[config.mk]
export PLATFORM = sky130hd
export DESIGN_NAME = digit_entry_ctrl
export DESIGN_NICKNAME = d
export VERILOG_FILES = /design/src/rtl/digit_entry_pkg.sv /design/src/rtl/digit_entry_ctrl_btn_event_gen.sv /design/src/rtl/digit_entry_ctrl.sv
export SDC_FILE = /design/constraint.sdc
export NUM_CORES = 1
export LEC_CHECK = 0
export BUFFER_PORTS_ARGS = -buffer_cell sky130_fd_sc_hd__buf_2
export CORE_MARGIN = 2
export CORE_UTILIZATION = 45
export DETAILED_ROUTE_END_ITERATION = 8
export PLACE_DENSITY = 0.78
export SLEW_MARGIN = 20
export SYNTH_ARGS = -nofsm -noshare
export SYNTH_HDL_FRONTEND = slang
export SYNTH_SLANG_ARGS = --single-unit
[constraint.sdc]
create_clock -name clk -period 8.8 [get_ports clk]
set_clock_uncertainty 0.2 [all_clocks]
set_input_delay 0.88 -clock clk [delete_from_list [all_inputs] [get_ports clk]]
set_output_delay 0.88 -clock clk [all_outputs]
set_load 0.05 [all_outputs]
[src/rtl/digit_entry_pkg.sv]
// Shared types and constants for the keypad digit editor: button one-hot codes, FSM states,
// digit width, and small helpers.
package digit_entry_pkg;

  localparam int DIGIT_W = 4;

  localparam logic [4:0] LEFT   = 5'b00001;
  localparam logic [4:0] RIGHT  = 5'b00010;
  localparam logic [4:0] UP     = 5'b00100;
  localparam logic [4:0] DOWN   = 5'b01000;
  localparam logic [4:0] CENTER = 5'b10000;

  typedef enum logic [1:0] {
    IDLE   = 2'd0,
    EDIT   = 2'd1,
    SUBMIT = 2'd2
  } state_t;

  function automatic logic is_onehot5(input logic [4:0] v);
    return (v != 5'd0) && ((v & (v - 5'd1)) == 5'd0);
  endfunction

  function automatic logic [DIGIT_W-1:0] clamp_digit(input logic [DIGIT_W-1:0] d,
                                                     input logic [DIGIT_W-1:0] max_d);
    return (d > max_d) ? max_d : d;
  endfunction

endpackage

[src/rtl/digit_entry_ctrl_btn_event_gen.sv]
// Turns debounced button levels into one-cycle events: single-button press edges plus Up/Down
// auto-repeat. Events are combinational from the current sample (0-cycle latency); no backpressure.
module btn_event_gen
  import digit_entry_pkg::*;
#(
  parameter int REPEAT_DELAY = 50_000_000,
  parameter int REPEAT_RATE  = 12_500_000
) (
  input  logic       clk,
  input  logic       rst,
  input  logic [4:0] btn,
  output logic [4:0] evt
);

  localparam int CNT_MAX = (REPEAT_DELAY > REPEAT_RATE) ? REPEAT_DELAY : REPEAT_RATE;
  localparam int CNT_W   = $clog2(CNT_MAX) + 1;
  localparam logic [CNT_W-1:0] DELAY_LAST = CNT_W'(REPEAT_DELAY - 1);
  localparam logic [CNT_W-1:0] RATE_LAST  = CNT_W'(REPEAT_RATE - 1);

  logic [4:0]       pat;
  logic [4:0]       prev_q;
  logic [CNT_W-1:0] cnt_q, cnt_cur, cnt_d;
  logic             rep_q, rep_cur, rep_d;
  logic             chg, hold_ud, rep_hit;

  always_comb begin
    // Zero or multiple buttons collapse to "no button" before edge detection.
    pat     = is_onehot5(btn) ? btn : 5'd0;
    chg     = (pat != prev_q);
    hold_ud = (pat == UP) || (pat == DOWN);
    // The press cycle itself counts as hold cycle 0, so the first repeat lands at DELAY-1.
    cnt_cur = chg ? '0 : cnt_q;
    rep_cur = chg ? 1'b0 : rep_q;
    rep_hit = hold_ud && (cnt_cur == (rep_cur ? RATE_LAST : DELAY_LAST));

    cnt_d = '0;
    rep_d = 1'b0;
    if (hold_ud) begin
      if (rep_hit) begin
        cnt_d = '0;
        rep_d = 1'b1;
      end else begin
        cnt_d = cnt_cur + CNT_W'(1);
        rep_d = rep_cur;
      end
    end

    evt = 5'd0;
    if ((chg && (pat != 5'd0)) || rep_hit) begin
      evt = pat;
    end
  end

  always_ff @(posedge clk) begin
    if (!rst) begin
      prev_q <= 5'd0;
      cnt_q  <= '0;
      rep_q  <= 1'b0;
    end else begin
      prev_q <= pat;
      cnt_q  <= cnt_d;
      rep_q  <= rep_d;
    end
  end

endmodule

[src/rtl/digit_entry_ctrl.sv]
// N-digit keypad editor: cursor + packed digit register edited by button events, value offered
// on a valid/ready submit port. Edits land 1 cycle after the button sample; submit holds until ready.
module digit_entry_ctrl
  import digit_entry_pkg::*;
#(
  parameter int NUM_DIGITS   = 8,
  parameter int DIGIT_MAX    = 9,
  parameter int REPEAT_DELAY = 50_000_000,
  parameter int REPEAT_RATE  = 12_500_000,
  localparam int CW          = $clog2(NUM_DIGITS),
  localparam int DW          = DIGIT_W * NUM_DIGITS
) (
  input  logic          clk,
  input  logic          rst,
  input  logic          en,
  input  logic [4:0]    btn,
  input  logic          load,
  input  logic [DW-1:0] load_data,
  output logic [DW-1:0] data_out,
  output logic [CW-1:0] cursor,
  output logic          submit_valid,
  input  logic          submit_ready,
  output logic [DW-1:0] submit_data,
  output logic          editing
);

  localparam logic [DIGIT_W-1:0] DMAX     = DIGIT_W'(DIGIT_MAX);
  localparam logic [CW-1:0]      CUR_LAST = CW'(NUM_DIGITS - 1);

  state_t              state_q, state_d;
  logic [DW-1:0]       data_q, data_d;
  logic [CW-1:0]       cur_q, cur_d;
  logic                vld_q, vld_d;
  logic [DW-1:0]       sdat_q, sdat_d;
  logic [4:0]          evt;
  logic [DIGIT_W-1:0]  sel, sel_inc, sel_dec;

  btn_event_gen #(
    .REPEAT_DELAY(REPEAT_DELAY),
    .REPEAT_RATE (REPEAT_RATE)
  ) u_btn_event_gen (
    .clk(clk),
    .rst(rst),
    .btn(btn),
    .evt(evt)
  );

  always_comb begin
    sel = '0;
    for (int i = 0; i < NUM_DIGITS; i++) begin
      if (CW'(i) == cur_q) sel = data_q[i*DIGIT_W +: DIGIT_W];
    end
    sel_inc = (sel == DMAX) ? '0 : sel + DIGIT_W'(1);
    sel_dec = (sel == '0) ? DMAX : sel - DIGIT_W'(1);
  end

  always_comb begin
    state_d = state_q;
    data_d  = data_q;
    cur_d   = cur_q;
    vld_d   = vld_q;
    sdat_d  = sdat_q;

    unique case (state_q)
      IDLE: begin
        if (en) state_d = EDIT;
      end
      EDIT: begin
        if (!en) begin
          state_d = IDLE;
        end else if (!load) begin
          unique case (evt)
            LEFT:    cur_d = (cur_q == CUR_LAST) ? '0 : cur_q + CW'(1);
            RIGHT:   cur_d = (cur_q == '0) ? CUR_LAST : cur_q - CW'(1);
            UP: begin
              for (int i = 0; i < NUM_DIGITS; i++) begin
                if (CW'(i) == cur_q) data_d[i*DIGIT_W +: DIGIT_W] = sel_inc;
              end
            end
            DOWN: begin
              for (int i = 0; i < NUM_DIGITS; i++) begin
                if (CW'(i) == cur_q) data_d[i*DIGIT_W +: DIGIT_W] = sel_dec;
              end
            end
            CENTER: begin
              sdat_d  = data_q;
              vld_d   = 1'b1;
              state_d = SUBMIT;
            end
            default: ;
          endcase
        end
      end
      SUBMIT: begin
        // en is deliberately not checked until the consumer has taken the value.
        if (vld_q && submit_ready) begin
          vld_d   = 1'b0;
          data_d  = '0;
          cur_d   = '0;
          state_d = en ? EDIT : IDLE;
        end
      end
      default: state_d = IDLE;
    endcase

    // Load overrides any same-cycle edit, but is locked out while a value is on offer.
    if (load && (state_q != SUBMIT)) begin
      for (int i = 0; i < NUM_DIGITS; i++) begin
        data_d[i*DIGIT_W +: DIGIT_W] = clamp_digit(load_data[i*DIGIT_W +: DIGIT_W], DMAX);
      end
      cur_d = '0;
    end
  end

  always_ff @(posedge clk) begin
    if (!rst) begin
      state_q <= IDLE;
      data_q  <= '0;
      cur_q   <= '0;
      vld_q   <= 1'b0;
      sdat_q  <= '0;
    end else begin
      state_q <= state_d;
      data_q  <= data_d;
      cur_q   <= cur_d;
      vld_q   <= vld_d;
      sdat_q  <= sdat_d;
    end
  end

  assign data_out     = data_q;
  assign cursor       = cur_q;
  assign submit_valid = vld_q;
  assign submit_data  = sdat_q;
  assign editing      = (state_q == EDIT);

endmodule

==> results of run 1 <==
report_power, final:
part | total [mW] | switching (mW) | internal (mW)
sequential | 0.581 | 0.0644 | 0.517
combinational | 0.552 | 0.400 | 0.152
clock | 0.364 | 0.167 | 0.198
state kept, by name (all words and copies together), names as in the netlist:
name	flops
u_btn_event_gen.rep_q	1
data_out	32
cursor	3
submit_data	32
submit_valid	1
u_btn_event_gen.cnt_q	27
u_btn_event_gen.prev_q	5
state_q	2
routing by layer:
metal  up-vias  share of wire
li1       2518              -
met2       206           0.44
met4         0          0.015
met1      2339           0.46
met5         -              0
met3        17          0.080
critical path, stage by stage:
cell and delay, ns:
buf_2 0.17, or4_4 0.54, a22oi_1 0.20, nand3_1 0.15
nor3_4 0.61, and2_1 0.24, ha_1 0.20, and2_1 0.22
nand3_1 0.28, a2111oi_2 0.59, nand3_4 0.57, o32ai_1 0.45
worst paths after layout:
kind | startpoint | to | slack, ns | cells past startpoint
max reg2reg | u_btn_event_gen.prev_q[0] | submit_valid | 4.53 | 11
max | btn[2] | submit_valid | 3.72 | 12
min | submit_data[20] | submit_data[20] | 0.29 | 2
min reg2reg | submit_data[20] | submit_data[20] | 0.29 | 2
area by class of cell:
| type | count | area [um2] |
|---|---|---|
| Multi-Input combinational cell | 505 | 3150 |
| Clock inverter | 3 | 20.0 |
| Timing Repair Buffer | 113 | 573 |
| Sequential cell | 103 | 2060 |
| Fill cell | 1043 | 5280 |
| Clock buffer | 12 | 246 |
| Inverter | 14 | 52.6 |
| Tap cell | 143 | 179 |
kinds of logic after synthesis:
family	synth area share
compound gates	0.194
xor+xnor	0.0455
fa+ha+maj	0.0278
buf+inv	0.0346
flops	0.382
mux	0.0652
simple gates	0.251
per-stage QoR:
stage / cell area (um2) / power (mW) / instances
4_1_cts: 6280 / 1.50 / 893
6_report: 6280 / 1.50 / 893
5_1_grt: 6280 / 1.57 / 893
2_1_floorplan: 5390 / 0.987 / 655
3_3_place_gp: 6010 / 1.13 / 878
3_5_place_dp: 6010 / 1.13 / 878
placed cells by master, fill, tap and decap left out, types with 13 or more instances in the layout:
| master | instances |
|---|---|
| nor2_1 | 108 |
| xnor2_1 | 14 |
| dfxtp_1 | 103 |
| a21oi_1 | 28 |
| buf_2 | 110 |
| xor2_1 | 14 |
| inv_1 | 13 |
| nand3_1 | 20 |
| a31oi_1 | 22 |
| mux2i_1 | 34 |
| o21ai_0 | 36 |
| nand2_1 | 62 |
==> results.sh, run 1 <==
export IMPL_status="complete, no violations"
export IMPL_synth_area_leader_cell="dfxtp_1"
export IMPL_numCtsBuffers=9
export IMPL_use_met2=0.333
export IMPL_rsz0062_at_grt="no"
export IMPL_hold_path_class="reg2reg"
export IMPL_ios=111
export IMPL_design_core_area_um2=11600
export IMPL_finalSetupViolations=0
export IMPL_ant_nets=0
export IMPL_antenna_found_initial=0
export IMPL_synth_most_common_cell="nor2_1"
export IMPL_hold_viol_final=0
export IMPL_cp_start_kind="input pin"
export IMPL_syn_area_um2=5390
export IMPL_final_util=0.543
export IMPL_finalSetupTns_ns=0
export IMPL_cts_root_buf="clkbuf_16"
export IMPL_syn_to_final_growth_pct=16.5
export IMPL_top_usage_layer="met2"
export IMPL_timing_final_crit_share=0.578
export IMPL_drt_first_pass_iters=5
export IMPL_synth_cell_type_count=64
export IMPL_ys_seq_elements=103
export IMPL_worstMarginPinSlew_ns=0.843
export IMPL_nets=800
export IMPL_antennaDiodeCount=0
export IMPL_cp_max_fo=33
export IMPL_grt_max_degree=34
export IMPL_end_kind="flop"
export IMPL_viasPerCell=5.69
export IMPL_cts_tree="built"
export IMPL_synth_edf_count=0
export IMPL_yosysWarnings=0
export IMPL_maxCapViolations=0
export IMPL_grt_pass1_vias=4670
export IMPL_htreeDepth=3
export IMPL_dp_hpwl_um=9930
export IMPL_gp_congestion=0.862
export IMPL_io_buffers=110
export IMPL_arrival_ns=5.12
export IMPL_wl_per_cell_um=15.8
export IMPL_synth_top_area_frac=0.382
export IMPL_ys_async_sr_fraction=0
export IMPL_dieWidth_um=113
export IMPL_syn_inst=655
export IMPL_worst_slack_ns=3.72
export IMPL_power_density_nw_per_um2=238
export IMPL_clockBufferDepth=2
export IMPL_fp_dieH_um=113
export IMPL_wl_um=14100
export IMPL_drt_initial_drc_count=409
export IMPL_cts_sinks=103
export IMPL_grtUsageMet3=0.0622
export IMPL_p_leak_nw=2.74
export IMPL_via_count=5080
export IMPL_vdd_drop_max_mv=0.134
export IMPL_path_class="in2reg"
export IMPL_cts_hold_buf=0
export IMPL_post_cts_setup_buffers=0
export IMPL_grt_pass1_wl_um=23100
export IMPL_grt_usage=0.221
export IMPL_remaining_drc_errors=0
export IMPL_max_clock_freq_mhz=197
export IMPL_initial_utilization=0.466
export IMPL_dpl_worst_slack_ns=2.92
export IMPL_drive_above_1_share=0.200
export IMPL_synth_commonest_cells="nor2_1, dfxtp_1, nand2_1, o21ai_0, mux2i_1"
export IMPL_gr_total_overflow=0
export IMPL_fin_crit_ns=5.08
export IMPL_dieArea_um2=12900
export IMPL_maxSlewHeadroom=0.436
export IMPL_ys_seq_area_frac=0.382
export IMPL_clock_latency_ns=0.35
export IMPL_std_cell_rows=39
export IMPL_syn_num_nets=709
export IMPL_hold_slack_ns=0.292
export IMPL_dominantRegCellSynth="dfxtp_1"
export IMPL_synthTopCellsByArea="dfxtp_1, nor2_1, mux2i_1"
export IMPL_worstPathRequired_ns=8.84
export IMPL_slew_viol_final=0
export IMPL_cts_clk_slew_worst_paths_ns=0.06
export IMPL_synth_avg_cell_area_um2=8.23
export IMPL_cts_resized=0
export IMPL_gr_usage_met1=0.308
Power figures use the tool's default switching activity.
==> inputs of run 2 (changes only) <==
- ABC_AREA: unset -> 1
- PLACE_DENSITY: 0.78 -> 0.77
- clock period: 8.8 -> 5 ns (I/O delays scaled with it)
==> run 2 against run 1 <==
Total power grew 90%; area after synthesis grew 14%; critical path depth is 11 higher; clock power up 91%; sequential power up 72%; sequential share of layout area shrank 3.8 points; largest power group is now combinational logic.
==> results.sh, run 2 <==
export IMPL_status="complete, no violations"
export IMPL_hold_path_class="reg2reg"
export IMPL_path_class="in2reg"
export IMPL_finalSetupViolations=0
export IMPL_timing_final_crit_share=0.789
export IMPL_synth_area_leader_cell="dfxtp_1"
export IMPL_synth_avg_cell_area_um2=6.48
export IMPL_numCtsBuffers=9
export IMPL_ys_seq_area_frac=0.336
export IMPL_antennaDiodeCount=0
export IMPL_dieWidth_um=121
export IMPL_maxSlewHeadroom=0.499
export IMPL_initial_utilization=0.462
export IMPL_cp_max_fo=36
export IMPL_arrival_ns=3.99
export IMPL_cts_resized=0
export IMPL_grt_usage=0.216
export IMPL_max_clock_freq_mhz=254
export IMPL_htreeDepth=3
export IMPL_cts_clk_slew_worst_paths_ns=0.07
export IMPL_cp_start_kind="input pin"
export IMPL_syn_to_final_growth_pct=15.7
export IMPL_dominantRegCellSynth="dfxtp_1"
export IMPL_slew_viol_final=0
export IMPL_fin_cells=1230
export IMPL_remaining_drc_errors=0
export IMPL_synth_most_common_cell="nand2_1"
export IMPL_wl_um=15500
export IMPL_syn_inst=949
export IMPL_yosysWarnings=0
export IMPL_grt_pass1_vias=5563
export IMPL_worst_slack_ns=1.06
export IMPL_gr_total_overflow=0
export IMPL_cts_tree="built"
export IMPL_antenna_found_initial=0
export IMPL_io_buffers=110
export IMPL_finalSetupTns_ns=0
export IMPL_drt_initial_drc_count=457
export IMPL_layout_common_cells="nand2_1, inv_1, nor2_1"
export IMPL_syn_num_nets=1003
export IMPL_clock_latency_ns=0.36
export IMPL_dieArea_um2=14600
export IMPL_synth_cell_type_count=43
export IMPL_cts_hold_buf=0
export IMPL_synthTopCellsByArea="dfxtp_1, nand2_1, inv_1"
export IMPL_fp_dieH_um=121
export IMPL_synth_edf_count=0
export IMPL_ys_seq_elements=103
export IMPL_drt_first_pass_iters=5
export IMPL_cts_root_buf="clkbuf_16"
export IMPL_layout_commonest_cell="nand2_1"
export IMPL_synth_top_area_frac=0.336
export IMPL_ant_nets=0
export IMPL_dp_cells=1214
export IMPL_dpl_worst_slack_ns=0.698
export IMPL_vdd_drop_max_mv=0.184
export IMPL_viasPerCell=4.96
export IMPL_post_cts_setup_buffers=0
export IMPL_cts_sinks=103
export IMPL_wl_per_cell_um=12.6
export IMPL_grt_pass1_wl_um=25600
export IMPL_clockBufferDepth=2
export IMPL_std_cell_rows=42
export IMPL_dp_hpwl_um=11800
export IMPL_rsz0062_at_grt="no"
export IMPL_drive_above_1_share=0.174
export IMPL_worstPathRequired_ns=5.05
export IMPL_via_count=6100
export IMPL_power_density_nw_per_um2=401
export IMPL_p_leak_nw=3.39
export IMPL_gp_congestion=0.936
export IMPL_ys_async_sr_fraction=0
export IMPL_fin_crit_ns=3.94
export IMPL_maxCapViolations=0
export IMPL_ios=111
export IMPL_nets=1103
export IMPL_grt_max_degree=62
export IMPL_worstMarginPinSlew_ns=0.750
export IMPL_syn_area_um2=6150
export IMPL_hold_slack_ns=0.244
export IMPL_design_core_area_um2=13300
export IMPL_hold_viol_final=0
export IMPL_end_kind="flop"
export IMPL_synth_commonest_cells="nand2_1, inv_1, nor2_1, dfxtp_1, a21oi_1"
run 2: cell types whose count changed after synthesis, sizes merged, moves of 11 or more:
| cell | before | now |
|---|---|---|
| nand2 | 62 | 224 |
| inv | 13 | 152 |
| nand3 | 21 | 76 |
| a21oi | 29 | 74 |
| nor2 | 109 | 153 |
| mux2i | 34 | 0 |
| o21ai | 37 | 64 |
| a31oi | 22 | 0 |
| nand4 | 7 | 23 |
| nand2b | 12 | 0 |
| xor2 | 14 | 2 |
| xnor2 | 14 | 3 |
run 2: stage by stage:
| stage | total power [mW] | area (um2) | util |
|---|---|---|---|
| 3_3_place_gp | 2.15 | 6820 | 0.513 |
| 3_5_place_dp | 2.16 | 6820 | 0.513 |
| 2_1_floorplan | 1.90 | 6150 | - |
| 4_1_cts | 2.86 | 7110 | 0.535 |
| 6_report | 2.85 | 7110 | 0.535 |
| 5_1_grt | 3.04 | 7110 | 0.535 |
run 2: cell families (layout without fill, tap and decap cells):
family	Yosys count	count (layout)	share of synthesized area
buffers and inverters	178	283	0.117
adder cells (fa/ha/maj)	12	12	0.0244
AO/OA/AOI/OAI	153	153	0.132
XOR/XNOR	5	5	0.00713
AND/OR/NAND/NOR	498	498	0.385
flip-flops	103	103	0.336
run 2: worst paths after layout:
kind / slack [ns] / cells after the start / endpoint / startpoint
setup / recovery: 1.06 / 23 / submit_data[16] / btn[2]
hold / removal: 0.24 / 2 / submit_data[14] / submit_data[14]
hold reg to reg: 0.24 / 2 / submit_data[14] / submit_data[14]
setup reg to reg: 1.42 / 20 / submit_data[16] / u_btn_event_gen.prev_q[1]
run 2: critical path, cell delays in order:
cell,delay [ns]
buf_2,0.13
nor2_2,0.21
nand4_1,0.18
clkinv_1,0.09
nand2_1,0.05
nand2_1,0.07
nand2_2,0.07
nor2_4,0.21
nand2_4,0.26
nor2_1,0.24
ha_1,0.22
nand2_1,0.06
inv_1,0.05
nand4_1,0.21
nor2_2,0.18
nand2_2,0.07
nor2_4,0.10
nand2_4,0.08
nand2_8,0.14
nand4_4,0.34
buf_12,0.31
o21ai_0,0.15
a21oi_1,0.06
run 2: where the power goes:
| group | internal (mW) | switching (mW) | total [mW] |
|---|---|---|---|
| logic | 0.307 | 0.853 | 1.16 |
| clock network | 0.359 | 0.335 | 0.694 |
| registers | 0.909 | 0.0887 | 0.997 |
| total | 1.57 | 1.28 | 2.85 |
run 2: final cells by class:
class                           count  area (um2)
Inverter                          153         574
Timing Repair Buffer              114         593
Clock buffer                       10         239
Multi-Input combinational cell    668        3370
Sequential cell                   103        2060
Clock inverter                      6        53.8
Tap cell                          176         220
Fill cell                        1305        6180
run 2: per-layer routing:
layer | share of wire | global-route usage
met3 | 0.065 | 0.0258
met2 | 0.43 | 0.339
met5 | 0 | 0
met4 | 0.019 | 0.0872
met1 | 0.48 | 0.302
==> inputs of run 3 (changes only) <==
- clock period: 5 -> 4 ns (I/O delays scaled with it)
==> run 3 against run 2 <==
Non-clock buffer count rose by 4; first-iteration DRC count fell by 18%; routed wire length rose by 1.1%; setup slack got worse by 0.61 ns; total power rose by 25%; cell count rose by 0.33%; clock power rose by 23%; final area rose by 0.46%; sequential cell count did not move; core utilization rose by 0.24 points; hold slack got worse by 0.062 ns; sequential share of layout area fell by 0.13 points.
==> results.sh, run 3 (synthesized netlist as in run 2, its figures left out) <==
export IMPL_fill_cells=1342
export IMPL_gp_congestion=0.924
export IMPL_layout_common_cells="nand2_1, inv_1, nor2_1"
export IMPL_whs_path_depth=5
export IMPL_ios=111
export IMPL_worst_r2r_endpoint="u_btn_event_gen.cnt_q[26]"
export IMPL_drt_initial_drc_count=373
export IMPL_worstMarginPinSlew_ns=0.719
export IMPL_design_core_area_um2=13300
export IMPL_final_util=0.537
export IMPL_dp_hpwl_um=11900
export IMPL_clock_latency_ns=0.36
export IMPL_timing_final_crit_share=0.889
export IMPL_dieWidth_um=121
export IMPL_antennaDiodeCount=0
export IMPL_finalSetupTns_ns=0
export IMPL_io_buffers=110
export IMPL_grt_max_degree=61
export IMPL_max_clock_freq_mhz=281
export IMPL_syn_to_final_growth_pct=16.2
export IMPL_maxSlewHeadroom=0.520
export IMPL_reg2reg_depth=19
export IMPL_arrival_ns=3.61
export IMPL_rsz0062_at_grt="no"
export IMPL_timing_rr_start="u_btn_event_gen.prev_q[1]"
export IMPL_dieArea_um2=14600
export IMPL_grt_pass1_wl_um=25700
export IMPL_cp_start_kind="input pin"
export IMPL_wl_per_cell_um=12.7
export IMPL_slew_viol_final=0
export IMPL_fin_cells=1234
export IMPL_cts_clk_slew_worst_paths_ns=0.07
export IMPL_cts_tree="built"
export IMPL_std_cell_rows=42
export IMPL_power_density_nw_per_um2=499
export IMPL_finalSetupViolations=0
export IMPL_viasPerCell=5.05
export IMPL_layout_commonest_cell="nand2_1"
export IMPL_cp_max_fo=9
export IMPL_maxCapViolations=0
export IMPL_worstPathRequired_ns=4.05
export IMPL_fin_crit_ns=3.56
export IMPL_hold_viol_final=0
export IMPL_drt_first_pass_iters=5
export IMPL_antenna_found_initial=0
export IMPL_end_kind="flop"
export IMPL_fp_dieH_um=121
export IMPL_gr_total_overflow=0
export IMPL_p_leak_nw=3.41
export IMPL_wl_um=15700
export IMPL_nets=1107
export IMPL_timing_reg2reg_setup_slack_ns=0.75
export IMPL_endpoint="u_btn_event_gen.cnt_q[26]"
export IMPL_initial_utilization=0.462
export IMPL_cts_sinks=103
export IMPL_status="complete, no violations"
export IMPL_remaining_drc_errors=0
export IMPL_ant_nets=0
export IMPL_post_cts_setup_buffers=0
export IMPL_p_total_mw=3.56
export IMPL_numCtsBuffers=9
export IMPL_dp_cells=1218
export IMPL_startpoint="btn[1]"
export IMPL_drive_above_1_share=0.176
export IMPL_grt_pass1_vias=5501
export IMPL_clockBufferDepth=2
export IMPL_grt_usage=0.217
export IMPL_hold_path_class="in2reg"
export IMPL_path_class="in2reg"
export IMPL_hold_slack_ns=0.182
export IMPL_cts_root_buf="clkbuf_16"
export IMPL_htreeDepth=3
export IMPL_via_count=6227
export IMPL_vdd_drop_max_mv=0.338
[run 3: layer usage]
metal / up-vias / wire, um / GRT usage
li1: 3229 / - / -
met1: 2820 / 7650 / 0.304
met2: 162 / 6890 / 0.343
met3: 16 / 863 / 0.0277
met4: 0 / 261 / 0.0756
met5: - / 0 / 0
[run 3: layout make-up]
cell class | instances | area [um2] | share of cell area
Inverter | 153 | 574 | 0.0804
Clock buffer | 12 | 256 | 0.0359
Clock inverter | 4 | 30.0 | 0.00420
Tap cell | 176 | 220 | 0.0308
Timing Repair Buffer | 118 | 623 | 0.0872
Sequential cell | 103 | 2060 | 0.289
Multi-Input combinational cell | 668 | 3380 | 0.473
[run 3: worst min path at each step]
stage,startpoint,end,slack (ns)
after floorplan,u_btn_event_gen.cnt_q[19],u_btn_event_gen.cnt_q[19],0.26
final,load_data[30],data_out[30],0.18
after detailed placement,submit_data[18],submit_data[18],0.23
after global routing,load_data[29],data_out[29],0.21
after global placement,submit_data[24],submit_data[24],0.23
after CTS,load_data[30],data_out[30],0.18
[run 3: per-stage QoR]
stage	worst slack, ns	cell area, um2
2_1_floorplan	0.472	6150
3_3_place_gp	0.183	6850
3_5_place_dp	0.0800	6850
4_1_cts	0.443	7140
5_1_grt	0.0428	7140
6_report	0.445	7140
[run 3: critical path, cell delays in order]
cell and delay (ns):
buf_2 0.14, nor2_4 0.16, nand4_1 0.24, xnor2_1 0.23, nor2_4 0.25, nand2_4 0.14
nor2_1 0.18, ha_1 0.20, nand2_1 0.05, inv_1 0.05, nand4_1 0.24, nor2_1 0.25
nand4_1 0.16, nor2_1 0.21, nand4_1 0.15, nor2_1 0.25, nand4_1 0.13, nor2_1 0.10
nor2_1 0.04
[run 3: power by group]
group          switching [mW]  internal (mW)
clock                   0.400          0.458
combinational            1.07          0.387
sequential              0.113           1.14
total                    1.58           1.98
[run 3: timing repair]
action / CTS / global route
endpoints found under the setup margin: 0 / 1
hold buffers: 0 / 0
resized for setup: 0 / 1
